File: config.mk
export PLATFORM = sky130hd
export DESIGN_NAME = hazard_control_unit_flat
export DESIGN_NICKNAME = d
export VERILOG_FILES = /design/src/rtl/hazard_control_unit_if.sv /design/src/rtl/hazard_control_unit.sv /design/src/flat_wrapper.sv
export SDC_FILE = /design/constraint.sdc
export NUM_CORES = 1
export LEC_CHECK = 0
export ABC_AREA = 1
export CAP_MARGIN = 20
export CELL_PAD_IN_SITES_DETAIL_PLACEMENT = 2
export CELL_PAD_IN_SITES_GLOBAL_PLACEMENT = 2
export CORE_MARGIN = 1
export CORE_UTILIZATION = 28
export DETAILED_ROUTE_END_ITERATION = 8
export PLACE_DENSITY = 0.88
export REMOVE_ABC_BUFFERS = 1
export SYNTH_ARGS = -nofsm -noshare
export SYNTH_HDL_FRONTEND = slang
export SYNTH_SLANG_ARGS = --single-unit
File: constraint.sdc
create_clock -name clk -period 5.3 [get_ports clk]
set_input_delay 1.06 -clock clk [delete_from_list [all_inputs] [get_ports clk]]
set_output_delay 1.06 -clock clk [all_outputs]
set_load 0.02 [all_outputs]
File: src/rtl/hazard_control_unit_if.sv
// Hazard-control bundle between the pipeline datapath and hazard_control_unit.
// master: datapath side, which drives the stage status and receives the stall/flush controls.
// slave:  the hazard unit, which receives the status and drives the controls and counters.
//   E_op, E_dstM, D_srcA, D_srcB, D_uses_hilo, E_md_start, E_mispredict, M_mem_busy: status
//   F_stall, D_stall, D_bubble, E_stall, E_bubble, M_stall, W_bubble: pipeline controls
//   md_busy: mul/div unit busy; stall_cnt, flush_cnt: saturating performance counters
interface hazard_control_unit_if #(
  parameter int unsigned REG_W = 5,
  parameter int unsigned OP_W  = 6,
  parameter int unsigned CNT_W = 32
);
  logic [OP_W-1:0]  E_op;
  logic [REG_W-1:0] E_dstM;
  logic [REG_W-1:0] D_srcA;
  logic [REG_W-1:0] D_srcB;
  logic             D_uses_hilo;
  logic             E_md_start;
  logic             E_mispredict;
  logic             M_mem_busy;
  logic             F_stall;
  logic             D_stall;
  logic             D_bubble;
  logic             E_stall;
  logic             E_bubble;
  logic             M_stall;
  logic             W_bubble;
  logic             md_busy;
  logic [CNT_W-1:0] stall_cnt;
  logic [CNT_W-1:0] flush_cnt;

  modport master (
    output E_op, E_dstM, D_srcA, D_srcB, D_uses_hilo, E_md_start, E_mispredict, M_mem_busy,
    input  F_stall, D_stall, D_bubble, E_stall, E_bubble, M_stall, W_bubble, md_busy,
    input  stall_cnt, flush_cnt
  );

  modport slave (
    input  E_op, E_dstM, D_srcA, D_srcB, D_uses_hilo, E_md_start, E_mispredict, M_mem_busy,
    output F_stall, D_stall, D_bubble, E_stall, E_bubble, M_stall, W_bubble, md_busy,
    output stall_cnt, flush_cnt
  );
endinterface

File: src/rtl/hazard_control_unit.sv
// Central stall/flush controller for a 5-stage F/D/E/M/W pipeline.
// Resolves memory wait states, mispredict flushes, load-use hazards (with a configurable
// bubble count) and the multi-cycle mul/div interlock, in that priority order, and keeps
// saturating counts of stall cycles and flushes.
// Ports:
//   clk  rising-edge clock
//   rst  asynchronous active-high reset; all pipeline controls read 0 while it is high
//   hz   hazard_control_unit_if.slave bundle (stage status in, controls/counters out)
module hazard_control_unit #(
  parameter int unsigned     REG_W  = 5,
  parameter int unsigned     OP_W   = 6,
  parameter logic [OP_W-1:0] OP_LW  = OP_W'(6'h23),
  parameter int unsigned     LU_CYC = 1,
  parameter int unsigned     MD_LAT = 32,
  parameter int unsigned     CNT_W  = 32
) (
  input logic                  clk,
  input logic                  rst,
  hazard_control_unit_if.slave hz
);

  localparam int unsigned LuW = (LU_CYC > 1) ? $clog2(LU_CYC) : 1;
  localparam int unsigned MdW = $clog2(MD_LAT);

  typedef enum logic {LuIdle, LuWait} lu_state_e;
  typedef enum logic {MdIdle, MdBusy} md_state_e;

  lu_state_e        lu_state_q;
  logic [LuW-1:0]   lu_left_q;
  md_state_e        md_state_q;
  logic [MdW-1:0]   md_left_q;
  logic [CNT_W-1:0] stall_cnt_q;
  logic [CNT_W-1:0] flush_cnt_q;

  logic lu_hit, md_busy;
  logic mem_term, flush_term, lu_term, md_term;
  logic f_stall;

  // Precise match only: a zero destination never hazards.
  assign lu_hit = (hz.E_op == OP_LW) && (hz.E_dstM != REG_W'(0)) &&
                  ((hz.E_dstM == hz.D_srcA) || (hz.E_dstM == hz.D_srcB));

  assign md_busy    = (md_state_q == MdBusy);
  assign mem_term   = hz.M_mem_busy;
  assign flush_term = !mem_term && hz.E_mispredict;
  assign lu_term    = !mem_term && !flush_term && (lu_hit || (lu_state_q == LuWait));
  assign md_term    = !mem_term && !flush_term && md_busy && (hz.D_uses_hilo || hz.E_md_start);

  // Controls are combinational so a load-use hit stalls in the same cycle; gating with rst
  // makes them drop immediately on an asynchronous reset.
  always_comb begin
    f_stall     = 1'b0;
    hz.D_stall  = 1'b0;
    hz.D_bubble = 1'b0;
    hz.E_stall  = 1'b0;
    hz.E_bubble = 1'b0;
    hz.M_stall  = 1'b0;
    hz.W_bubble = 1'b0;
    if (!rst) begin
      f_stall     = mem_term || lu_term || md_term;
      hz.D_stall  = mem_term || lu_term || md_term;
      hz.E_stall  = mem_term;
      hz.M_stall  = mem_term;
      hz.W_bubble = mem_term;
      hz.D_bubble = flush_term;
      hz.E_bubble = flush_term || lu_term || md_term;
    end
  end

  assign hz.F_stall   = f_stall;
  assign hz.md_busy   = md_busy;
  assign hz.stall_cnt = stall_cnt_q;
  assign hz.flush_cnt = flush_cnt_q;

  // Load-use FSM: holds through memory waits, aborts on a flush.
  always_ff @(posedge clk or posedge rst) begin
    if (rst) begin
      lu_state_q <= LuIdle;
      lu_left_q  <= '0;
    end else if (!mem_term) begin
      if (flush_term) begin
        lu_state_q <= LuIdle;
        lu_left_q  <= '0;
      end else begin
        unique case (lu_state_q)
          LuIdle: begin
            if (lu_hit && (LU_CYC > 1)) begin
              lu_state_q <= LuWait;
              lu_left_q  <= LuW'(LU_CYC - 1);
            end
          end
          LuWait: begin
            lu_left_q <= lu_left_q - LuW'(1);
            if (lu_left_q == LuW'(1)) lu_state_q <= LuIdle;
          end
          default: lu_state_q <= LuIdle;
        endcase
      end
    end
  end

  // Mul/div FSM: counts regardless of stalls; a start while busy is ignored.
  always_ff @(posedge clk or posedge rst) begin
    if (rst) begin
      md_state_q <= MdIdle;
      md_left_q  <= '0;
    end else begin
      unique case (md_state_q)
        MdIdle: begin
          if (hz.E_md_start) begin
            md_state_q <= MdBusy;
            md_left_q  <= MdW'(MD_LAT - 1);
          end
        end
        MdBusy: begin
          md_left_q <= md_left_q - MdW'(1);
          if (md_left_q == MdW'(1)) md_state_q <= MdIdle;
        end
        default: md_state_q <= MdIdle;
      endcase
    end
  end

  always_ff @(posedge clk or posedge rst) begin
    if (rst) begin
      stall_cnt_q <= '0;
      flush_cnt_q <= '0;
    end else begin
      if (f_stall && (stall_cnt_q != '1)) stall_cnt_q <= stall_cnt_q + CNT_W'(1);
      if (flush_term && (flush_cnt_q != '1)) flush_cnt_q <= flush_cnt_q + CNT_W'(1);
    end
  end

endmodule
File: src/flat_wrapper.sv
// flat-port wrapper written by rule: the top's interface ports become plain ports
module hazard_control_unit_flat 
#(
  parameter int unsigned     REG_W  = 5,
  parameter int unsigned     OP_W   = 6,
  parameter logic [OP_W-1:0] OP_LW  = OP_W'(6'h23),
  parameter int unsigned     LU_CYC = 1,
  parameter int unsigned     MD_LAT = 32,
  parameter int unsigned     CNT_W  = 32
)
  (clk, rst, hz_E_op, hz_E_dstM, hz_D_srcA, hz_D_srcB, hz_D_uses_hilo, hz_E_md_start, hz_E_mispredict, hz_M_mem_busy, hz_F_stall, hz_D_stall, hz_D_bubble, hz_E_stall, hz_E_bubble, hz_M_stall, hz_W_bubble, hz_md_busy, hz_stall_cnt, hz_flush_cnt);
  hazard_control_unit_if #(.REG_W(REG_W), .OP_W(OP_W), .CNT_W(CNT_W)) hz_i ();
  input logic clk;
  input logic rst;
  input wire logic [$bits(hz_i.E_op)-1:0] hz_E_op;
  input wire logic [$bits(hz_i.E_dstM)-1:0] hz_E_dstM;
  input wire logic [$bits(hz_i.D_srcA)-1:0] hz_D_srcA;
  input wire logic [$bits(hz_i.D_srcB)-1:0] hz_D_srcB;
  input wire logic [$bits(hz_i.D_uses_hilo)-1:0] hz_D_uses_hilo;
  input wire logic [$bits(hz_i.E_md_start)-1:0] hz_E_md_start;
  input wire logic [$bits(hz_i.E_mispredict)-1:0] hz_E_mispredict;
  input wire logic [$bits(hz_i.M_mem_busy)-1:0] hz_M_mem_busy;
  output wire logic [$bits(hz_i.F_stall)-1:0] hz_F_stall;
  output wire logic [$bits(hz_i.D_stall)-1:0] hz_D_stall;
  output wire logic [$bits(hz_i.D_bubble)-1:0] hz_D_bubble;
  output wire logic [$bits(hz_i.E_stall)-1:0] hz_E_stall;
  output wire logic [$bits(hz_i.E_bubble)-1:0] hz_E_bubble;
  output wire logic [$bits(hz_i.M_stall)-1:0] hz_M_stall;
  output wire logic [$bits(hz_i.W_bubble)-1:0] hz_W_bubble;
  output wire logic [$bits(hz_i.md_busy)-1:0] hz_md_busy;
  output wire logic [$bits(hz_i.stall_cnt)-1:0] hz_stall_cnt;
  output wire logic [$bits(hz_i.flush_cnt)-1:0] hz_flush_cnt;
  assign hz_i.E_op = hz_E_op;
  assign hz_i.E_dstM = hz_E_dstM;
  assign hz_i.D_srcA = hz_D_srcA;
  assign hz_i.D_srcB = hz_D_srcB;
  assign hz_i.D_uses_hilo = hz_D_uses_hilo;
  assign hz_i.E_md_start = hz_E_md_start;
  assign hz_i.E_mispredict = hz_E_mispredict;
  assign hz_i.M_mem_busy = hz_M_mem_busy;
  assign hz_F_stall = hz_i.F_stall;
  assign hz_D_stall = hz_i.D_stall;
  assign hz_D_bubble = hz_i.D_bubble;
  assign hz_E_stall = hz_i.E_stall;
  assign hz_E_bubble = hz_i.E_bubble;
  assign hz_M_stall = hz_i.M_stall;
  assign hz_W_bubble = hz_i.W_bubble;
  assign hz_md_busy = hz_i.md_busy;
  assign hz_stall_cnt = hz_i.stall_cnt;
  assign hz_flush_cnt = hz_i.flush_cnt;
  hazard_control_unit #(.REG_W(REG_W), .OP_W(OP_W), .OP_LW(OP_LW), .LU_CYC(LU_CYC), .MD_LAT(MD_LAT), .CNT_W(CNT_W)) u_core (.clk(clk), .rst(rst), .hz(hz_i));
endmodule
==> results of run 1 <==
flip-flops by register name (all words and copies together) (netlist names):
name,count
u_core.hz.flush_cnt,32
u_core.hz.stall_cnt,32
u_core.md_left_q,5
u_core.hz.md_busy,1
u_core.lu_left_q,1
u_core.lu_state_q,1
power groups by stage:
stage	combinational (W)	clock (W)	sequential, W
floorplan	0.000192	0	0.000757
detailed placement	0.000455	0	0.000724
global placement	0.000421	0	0.000714
global route	0.000498	0.000699	0.000726
CTS	0.000463	0.000680	0.000717
finish	0.000452	0.000661	0.000714
through the flow:
step	power, W	hold slack, ps	worst slack (ps)
floorplan	0.0009494	452.5	725.1
global placement	0.001136	476.4	1250
detailed placement	0.001179	490.7	1109
CTS	0.001860	498.4	1104
global route	0.001923	535.8	995.9
finish	0.001826	492.9	1143
cell families after synthesis:
kind of cell / share of synthesized area
AND/OR/NAND/NOR: 0.3959
buffers and inverters: 0.08536
flip-flops: 0.3940
XOR/XNOR: 0.08618
AO/OA/AOI/OAI: 0.02764
adder cells (fa/ha/maj): 0.01094
routing by layer:
layer	global-route usage	vias up	part of all wire
li1	-	2217	-
met1	0.2305	2345	0.41
met2	0.3838	63	0.53
met3	0.04059	23	0.030
met4	0.06703	0	0.021
met5	0	-	0
worst paths after layout:
kind	startpoint	end	slack (ps)	cells after the start
max in group asynchronous	rst	u_core.hz.stall_cnt[26]	3150	3
min	u_core.md_left_q[4]	u_core.md_left_q[4]	490	1
max	hz_E_dstM[1]	hz_D_stall	1140	12
min reg2reg	u_core.md_left_q[4]	u_core.md_left_q[4]	490	1
max reg2reg	u_core.hz.stall_cnt[0]	u_core.hz.stall_cnt[13]	2980	9
min in group asynchronous	rst	u_core.hz.stall_cnt[12]	1180	2
cells in the final DEF, fill, tap and decap left out, types with 6 or more instances in the layout:
cell type,n
nor3_1,21
inv_1,65
nand3_1,36
nand2_1,200
o21ai_0,10
xnor2_1,20
inv_2,6
o21ai_1,7
nand4_1,50
clkdlybuf4s50_1,98
xor2_1,25
nor2_1,62
nor2_2,6
clkbuf_16,9
dfrtp_1,72
cell type report:
class	count	area [um^2]
clock buffers	14	284.0
clock inverters	2	35.03
fillers	1877	9894
inverters	72	272.8
multi-input cells	469	2381
flip-flops and latches	72	1802
well taps	216	270.3
repair buffers	101	1003
==> metrics, run 1 <==
Fmax achieved 240.6 MHz; Post-synth top cells nand2_1 (200), dfrtp_1 (72), inv_1 (65); status finished clean; H-tree depth 3; Combinational Power Share 0.247; 1st-iter DRT viols 145; CTS tree done; die height 129.8 um; Critical-path top delay cell clkdlybuf4s50_1; switching pwr 0.0006029 W; placed insts 930; GR Overflow Total 0; delay of the slowest critical-path stage 640 ps; total CTS buffers 9; WP buf/inv 3; ys flop type dfrtp_1; largest net degree at the start of global routing 54; router iterations before antenna repair 4; flops & latches, synth 72; final cell count without fillers 946; DRC violations left 0; finished layout cell area 0.006048 mm^2; clk buf depth 2; DR vias approximately 4,600; Ys Warns 0; fin util 0.3794; Die X about 130 um; total internal power ~0.0012 W; Post-CTS Resized 0; I/O Buffers 98; Mean Syn Cell Area 7.236 um^2; DP Wirelength about 12 mm; Post-synth EDFFs 0; Area Overhead vs Synth 32.26%; leakage roughly 2.7 nW; Clk Latency, worst-skew pair 350 ps; # hold bufs at CTS 0; Initial Utilization 0.2868; Clk pwr share 0.362; final WL 16.09 mm; Power Density 301.9 mW/mm^2; Cell Area, Placed around 0.0057 mm^2; DIE AREA between 0.015 and 0.02 mm^2; clk sinks 72; fin crit period 4157 ps; Root Driver clkbuf_16; most common cell in the netlist nand2_1; post-synthesis cell type count 35; clock slew at reported path FFs approximately 60 ps; maximum VDD drop 213.9 uV; worst min path class flip-flop to flip-flop; number of post-CTS setup repair buffers 0; final hold violations 0; Routed WL per cell 17.01 um; Final period util 0.7843; Diodes inserted 0; cell count after synthesis 632; max_cap viols 0; setup TNS 0 ps; relative slew slack 0.5839; RSZ-0062 raised after global routing false; CP dominant cell by count nand2_1; worst path cell trace clkdlybuf4s50_1 -> inv_2 -> nand2_1 -> nand2_1 -> nor2_1 -> nand3_1 -> nand2_1 -> nand2_1 -> nand2_1 -> nand2_1 -> a21oi_1 -> clkdlybuf4s50_1; Via density 4.913; Critical Setup Path Class input port to primary output; Rows 46; CP delay by family, top buffers and inverters; Slew @ Worst Pin 624.1 ps; Setup violations, final 0; Sw Share 0.3301; async set-reset flop share out of synthesis 1.000; vias in the first global route between 5,000 and 6,000; crit path DAT 3100 ps; Area contributors post-synth dfrtp_1 (39%), nand2_1 (16%), nand4_1 (6.8%), inv_1 (5.3%), nor2_1 (5.1%); worst clock skew 7.304 ps; RePlAce Congestion 0.8331; io pins around 100; critical path required time 4240 ps; largest area contributor in the netlist dfrtp_1; # nets final 756; Post-Syn Area 0.004573 mm^2; maximum net fanout on the critical path 3; first-pass GRT wire length 26.83 mm; post-synth top area share 0.3940; sequential power share 0.391; Core Box Area 0.01594 mm^2; fin. max-slew vios 0; GRT Util Overall 0.2046; antenna violations before repair 0; Crit. End Element primary output; CP startpoint kind input port; ratio of cells with drive above 1 in the final layout 0.06027; Final ANT Viol Nets 0; sequential share of the synthesized area 0.3940
Power figures use the tool's default switching activity.
==> run 2: changes to the inputs <==
--- a/config.mk
+++ b/config.mk
@@ -10,9 +10,9 @@
 export CELL_PAD_IN_SITES_DETAIL_PLACEMENT = 2
 export CELL_PAD_IN_SITES_GLOBAL_PLACEMENT = 2
 export CORE_MARGIN = 1
-export CORE_UTILIZATION = 28
+export CORE_UTILIZATION = 26
 export DETAILED_ROUTE_END_ITERATION = 8
-export PLACE_DENSITY = 0.88
+export PLACE_DENSITY = 0.87
 export REMOVE_ABC_BUFFERS = 1
 export SYNTH_ARGS = -nofsm -noshare
 export SYNTH_HDL_FRONTEND = slang
==> constraint.sdc (replaced) <==
create_clock -name clk -period 3.7 [get_ports clk]
set_input_delay 0.74 -clock clk [delete_from_list [all_inputs] [get_ports clk]]
set_output_delay 0.74 -clock clk [all_outputs]
set_load 0.02 [all_outputs]
==> run 2 against run 1 <==
  * The run now ends with DRC left
  * Critical path depth unchanged
  * First-iteration DRC count shrank 12%
  * Global-route usage fell by 3.7 points
  * Core utilization fell by 3.1 points
  * Highest routed layer unchanged
==> metrics, run 2 (synthesis results as in run 1) <==
ratio of cells with drive above 1 in the final layout 0.05624; maximum VDD drop roughly 280 uV; antenna violations before repair 0; Clk Latency, worst-skew pair 340 ps; r2r setup slk 1410 ps; worst path cell trace clkdlybuf4s50_1 -> inv_2 -> nand2_1 -> nand2_1 -> nor2_1 -> nand3_1 -> nand2_1 -> nand2_1 -> nand2_1 -> nand2_1 -> a21oi_1 -> clkdlybuf4s50_1; Hold WS 500.4 ps; clock slew at reported path FFs 50 ps; H-tree depth 3; relative slew slack 0.5960; status finished with violations; first-pass GRT wire length 24.20 mm; fin crit period 3434 ps; Fmax achieved 291.2 MHz; Final period util 0.9281; DP Wirelength between 10 and 15 mm; WP buf/inv 3; RSZ-0062 raised after global routing false; Post-CTS Resized 0; Diodes inserted 0; Hold Path Sink u_core.md_left_q[3]; 1st-iter DRT viols around 130; clk buf depth 2; Rows 48; failing checks DRC; RePlAce Congestion around 0.8; I/O Buffers 98; DR vias 4,543; critical path required time 2960 ps; max_cap viols 0; Combinational Power Share 0.254; GR Overflow Total 0; die height 134.6 um; Slew @ Worst Pin 606.1 ps; Sw Share 0.3380; placed insts 938; final cell count without fillers 954; most frequent cells in the layout nand2_1 (200), clkdlybuf4s50_1 (98), dfrtp_1 (72); Hold Crit Depth 1; maximum net fanout on the critical path 4; Area Overhead vs Synth 31.49%; DIE AREA 0.01812 mm^2; largest net degree at the start of global routing 122; CTS tree done; Crit. End Element primary output; vias in the first global route 4,925; Die X around 130 um; clk sinks between 70 and 80; Hold Crit Start u_core.md_left_q[3]; CP startpoint kind input port; delay of the slowest critical-path stage 630 ps; Setup violations, final 0; reg-to-reg critical path startpoint u_core.hz.stall_cnt[0]; worst clock skew 8.300 ps; switching pwr 0.0008308 W; # nets final approximately 760; total internal power 0.001627 W; # hold bufs at CTS 0; final hold violations 0; DRC violations left 1; Core Box Area roughly 0.017 mm^2; crit path DAT 2690 ps; Final ANT Viol Nets 0; number of post-CTS setup repair buffers 0; fin. max-slew vios 0; Root Driver clkbuf_16; Routed WL per cell around 15 um; RR Endpoint u_core.hz.stall_cnt[11]; leakage between 2 and 3 nW; total CTS buffers 9; final WL 14.47 mm; CP dominant cell by count nand2_1; Initial Utilization 0.2653; Power Density ~400 mW/mm^2; router iterations before antenna repair 6; io pins 99; Clk pwr share 0.334; Reg2Reg Depth 9; Critical-path top delay cell clkdlybuf4s50_1; CP delay by family, top buffers and inverters; Critical Setup Path Class input port to primary output; fin util 0.3489; GRT Util Overall 0.1677; most common cell after layout, fill and taps aside nand2_1; Via density 4.762; worst min path class flip-flop to flip-flop; sequential power share 0.412
## run 2: cell types whose count changed in the layout (fill, tap and decap cells not counted), sizes merged
cell and delta:
buf -1, clkinv +1, clkbuf -1, clkinvlp +1, bufinv -1
## run 2: stage by stage
stage	power [W]	setup TNS, ps	setup WS, ps	instance area, um^2
2_1_floorplan	0.001360	-11350	-554.9	4453
3_5_place_dp	0.001661	0	242.9	5746
5_1_grt	0.002605	0	94.53	6013
4_1_cts	0.002502	0	235.7	6013
6_report	0.002458	0	266.1	6013
3_3_place_gp	0.001634	0	264.7	5746
## run 2: area by class of cell
type                            count  area, um^2
Multi-Input combinational cell    469        2381
Inverter                           72       272.8
Tap cell                          225       281.5
Clock inverter                      3       17.52
Sequential cell                    72        1802
Clock buffer                       13       250.2
Fill cell                        2036       11220
Timing Repair Buffer              100        1008
## run 2: worst reg2reg max path: stages (launching register included)
cell and delay, ps:
dfrtp_1 420, ha_1 260, nand2_1 120, nor2_4 150, nand3_2 130, nor2_1 150, nand3_2 350, nand3_2 440
nand2_1 100, nand2_1 80
## run 2: per-layer routing
metal  global-route usage  part of all wire
met1               0.2029              0.45
met5                    0                 0
met2               0.3004              0.51
met4              0.05119             0.014
met3              0.03003             0.025
## run 2: power by group through the flow
stage	Clock, W	Sequential [W]	Combinational, W
after global routing	0.000873	0.00103	0.000697
after CTS	0.000846	0.00102	0.000637
final	0.000821	0.00101	0.000624
after floorplan	0	0.00108	0.000275
after global placement	0	0.00103	0.000607
after detailed placement	0	0.00103	0.000633
## run 2: worst max path at each step
stage | start | endpoint | slack, ps | cells past startpoint
2_1_floorplan | rst | u_core.hz.stall_cnt[10] | -550 | 4
3_3_place_gp | hz_E_dstM[2] | hz_F_stall | 260 | 12
3_5_place_dp | hz_E_dstM[2] | hz_D_stall | 240 | 12
4_1_cts | hz_E_dstM[0] | hz_D_stall | 240 | 12
5_1_grt | hz_E_dstM[2] | hz_F_stall | 90 | 12
6_report | hz_E_dstM[0] | hz_F_stall | 270 | 12
==> run 3: changes to the inputs <==
--- a/config.mk
+++ b/config.mk
@@ -10,9 +10,11 @@
 export CELL_PAD_IN_SITES_DETAIL_PLACEMENT = 2
 export CELL_PAD_IN_SITES_GLOBAL_PLACEMENT = 2
 export CORE_MARGIN = 1
-export CORE_UTILIZATION = 26
+export CORE_UTILIZATION = 32
+export CTS_CLUSTER_SIZE = 24
 export DETAILED_ROUTE_END_ITERATION = 8
-export PLACE_DENSITY = 0.87
+export DONT_BUFFER_PORTS = 1
+export PLACE_DENSITY = 0.85
 export REMOVE_ABC_BUFFERS = 1
 export SYNTH_ARGS = -nofsm -noshare
 export SYNTH_HDL_FRONTEND = slang
==> run 3 against run 2 <==
  * The flow now finishes without violations
  * Count of clock-buffer cells in the layout down 1
  * Largest power group unchanged
  * Via count decreased by 6.3%
  * Sequential power is 11% higher
  * Hold slack got worse by 93 ps
  * Sequential share of layout area is 5.8 points higher
  * Worst setup slack improved by 880 ps
==> metrics, run 3 (synthesis results as in run 1) <==
status finished clean; Power Density 485.0 mW/mm^2; Routed WL per cell 17.41 um; fin. max-slew vios 0; Final period util 0.6913; # hold bufs at CTS 0; most common cell after layout, fill and taps aside nand2_1; router iterations before antenna repair 4; CTS tree done; io pins a little under 100; Clk Latency, worst-skew pair 340 ps; largest net degree at the start of global routing 76; Via density between 5 and 6; DR vias ~4,300; leakage 2.328 nW; Core Box Area 0.01393 mm^2; worst clock skew between 8 and 9 ps; finished layout cell area 0.005040 mm^2; Cell Area, Placed 0.004718 mm^2; Hold WS 407.1 ps; CP startpoint kind flip-flop; total CTS buffers 9; DIE AREA 0.01477 mm^2; Design Power between 0.002 and 0.0025 W; relative slew slack 0.4547; RePlAce Congestion 0.8249; fin crit period 2558 ps; max_cap viols 0; DP Wirelength 10.65 mm; Setup violations, final 0; worst min path class input port to async pin; I/O Buffers 0; H-tree depth 3; GR Overflow Total 0; Fmax achieved 390.9 MHz; clock slew at reported path FFs approximately 60 ps; Rows 43; antenna violations before repair 0; final WL between 10 and 15 mm; Critical Setup Path Class flip-flop to flip-flop; Diodes inserted 0; 1st-iter DRT viols 148; Area Overhead vs Synth 10.21%; Initial Utilization 0.3282; maximum VDD drop ~330 uV; Root Driver clkbuf_16; # nets final between 600 and 700; die height 121.5 um; Crit. End Element flip-flop; Die X 121.5 um; GRT Util Overall 0.2026; ratio of cells with drive above 1 in the final layout 0.07109; Final ANT Viol Nets 0; first-pass GRT wire length 23.56 mm; crit path DAT 2840 ps; number of post-CTS setup repair buffers 0; maximum net fanout on the critical path 19; Slew @ Worst Pin ~820 ps; vias in the first global route ~4,700; DRC violations left 0; RSZ-0062 raised after global routing false; most frequent cells in the layout nand2_1 (200), dfrtp_1 (72), inv_1 (65); setup TNS 0 ps; clk sinks 72; Post-CTS Resized 0; critical path required time 3980 ps; final hold violations 0; clk buf depth 2
run 3: changes by cell type in the layout (fill, tap and decap cells not counted):
cell	delta
clkdlybuf4s50_1	-98
buf_12	-1
bufinv_16	+2
clkinv_2	-1
buf_4	+4
clkbuf_1	-2
clkinvlp_4	-1
clkbuf_8	+1
run 3: area by class of cell:
cell class                 instances  area (um^2)
clock buffer                      12        256.5
multi-input combinational        469         2381
inverter                          72        272.8
clock inverter                     3        65.06
fill                            1655         8895
sequential                        72         1802
timing repair buffer               5        37.54
tap                              180        225.2
run 3: worst max-delay path, stage by stage, from the launching register on:
cell,delay [ps]
dfrtp_1,560
ha_1,330
nand2_1,130
nor2_4,160
nand3_2,140
nor2_1,150
nand3_2,360
nand3_2,440
nand2_1,120
nand2_1,80
run 3: worst paths after layout:
path | start | endpoint | slack (ps) | cells past startpoint
min reg2reg | u_core.md_left_q[4] | u_core.md_left_q[4] | 510 | 1
min | rst | u_core.hz.stall_cnt[10] | 410 | 1
max | u_core.hz.stall_cnt[0] | u_core.hz.stall_cnt[4] | 1140 | 9
max in group asynchronous | rst | u_core.hz.flush_cnt[5] | 2190 | 2
max reg2reg | u_core.hz.stall_cnt[0] | u_core.hz.stall_cnt[4] | 1140 | 9
min in group clk | u_core.md_left_q[4] | u_core.md_left_q[4] | 510 | 1
run 3: metrics by stage:
step | instances | setup WS, ps | utilization
5_1_grt | 813 | 915.3 | 0.3617
4_1_cts | 813 | 1109 | 0.3617
2_1_floorplan | 613 | -554.9 | -
3_5_place_dp | 798 | 873.8 | 0.3386
3_3_place_gp | 798 | 1062 | 0.3386
6_report | 813 | 1142 | 0.3617
run 3: routing by layer:
layer / share of wire / track usage / up-vias
met1: 0.41 / 0.2220 / 2140
li1: - / - / 2028
met4: 0.020 / 0.07407 / 0
met5: 0 / 0 / -
met2: 0.53 / 0.3754 / 66
met3: 0.041 / 0.04916 / 23
run 3: where the power goes:
part | internal, W | leakage (nW) | switching (W)
logic | 0.000125 | 1.21 | 0.000233
registers | 0.000885 | 0.961 | 0.000233
clock network | 0.000623 | 0.159 | 0.000345
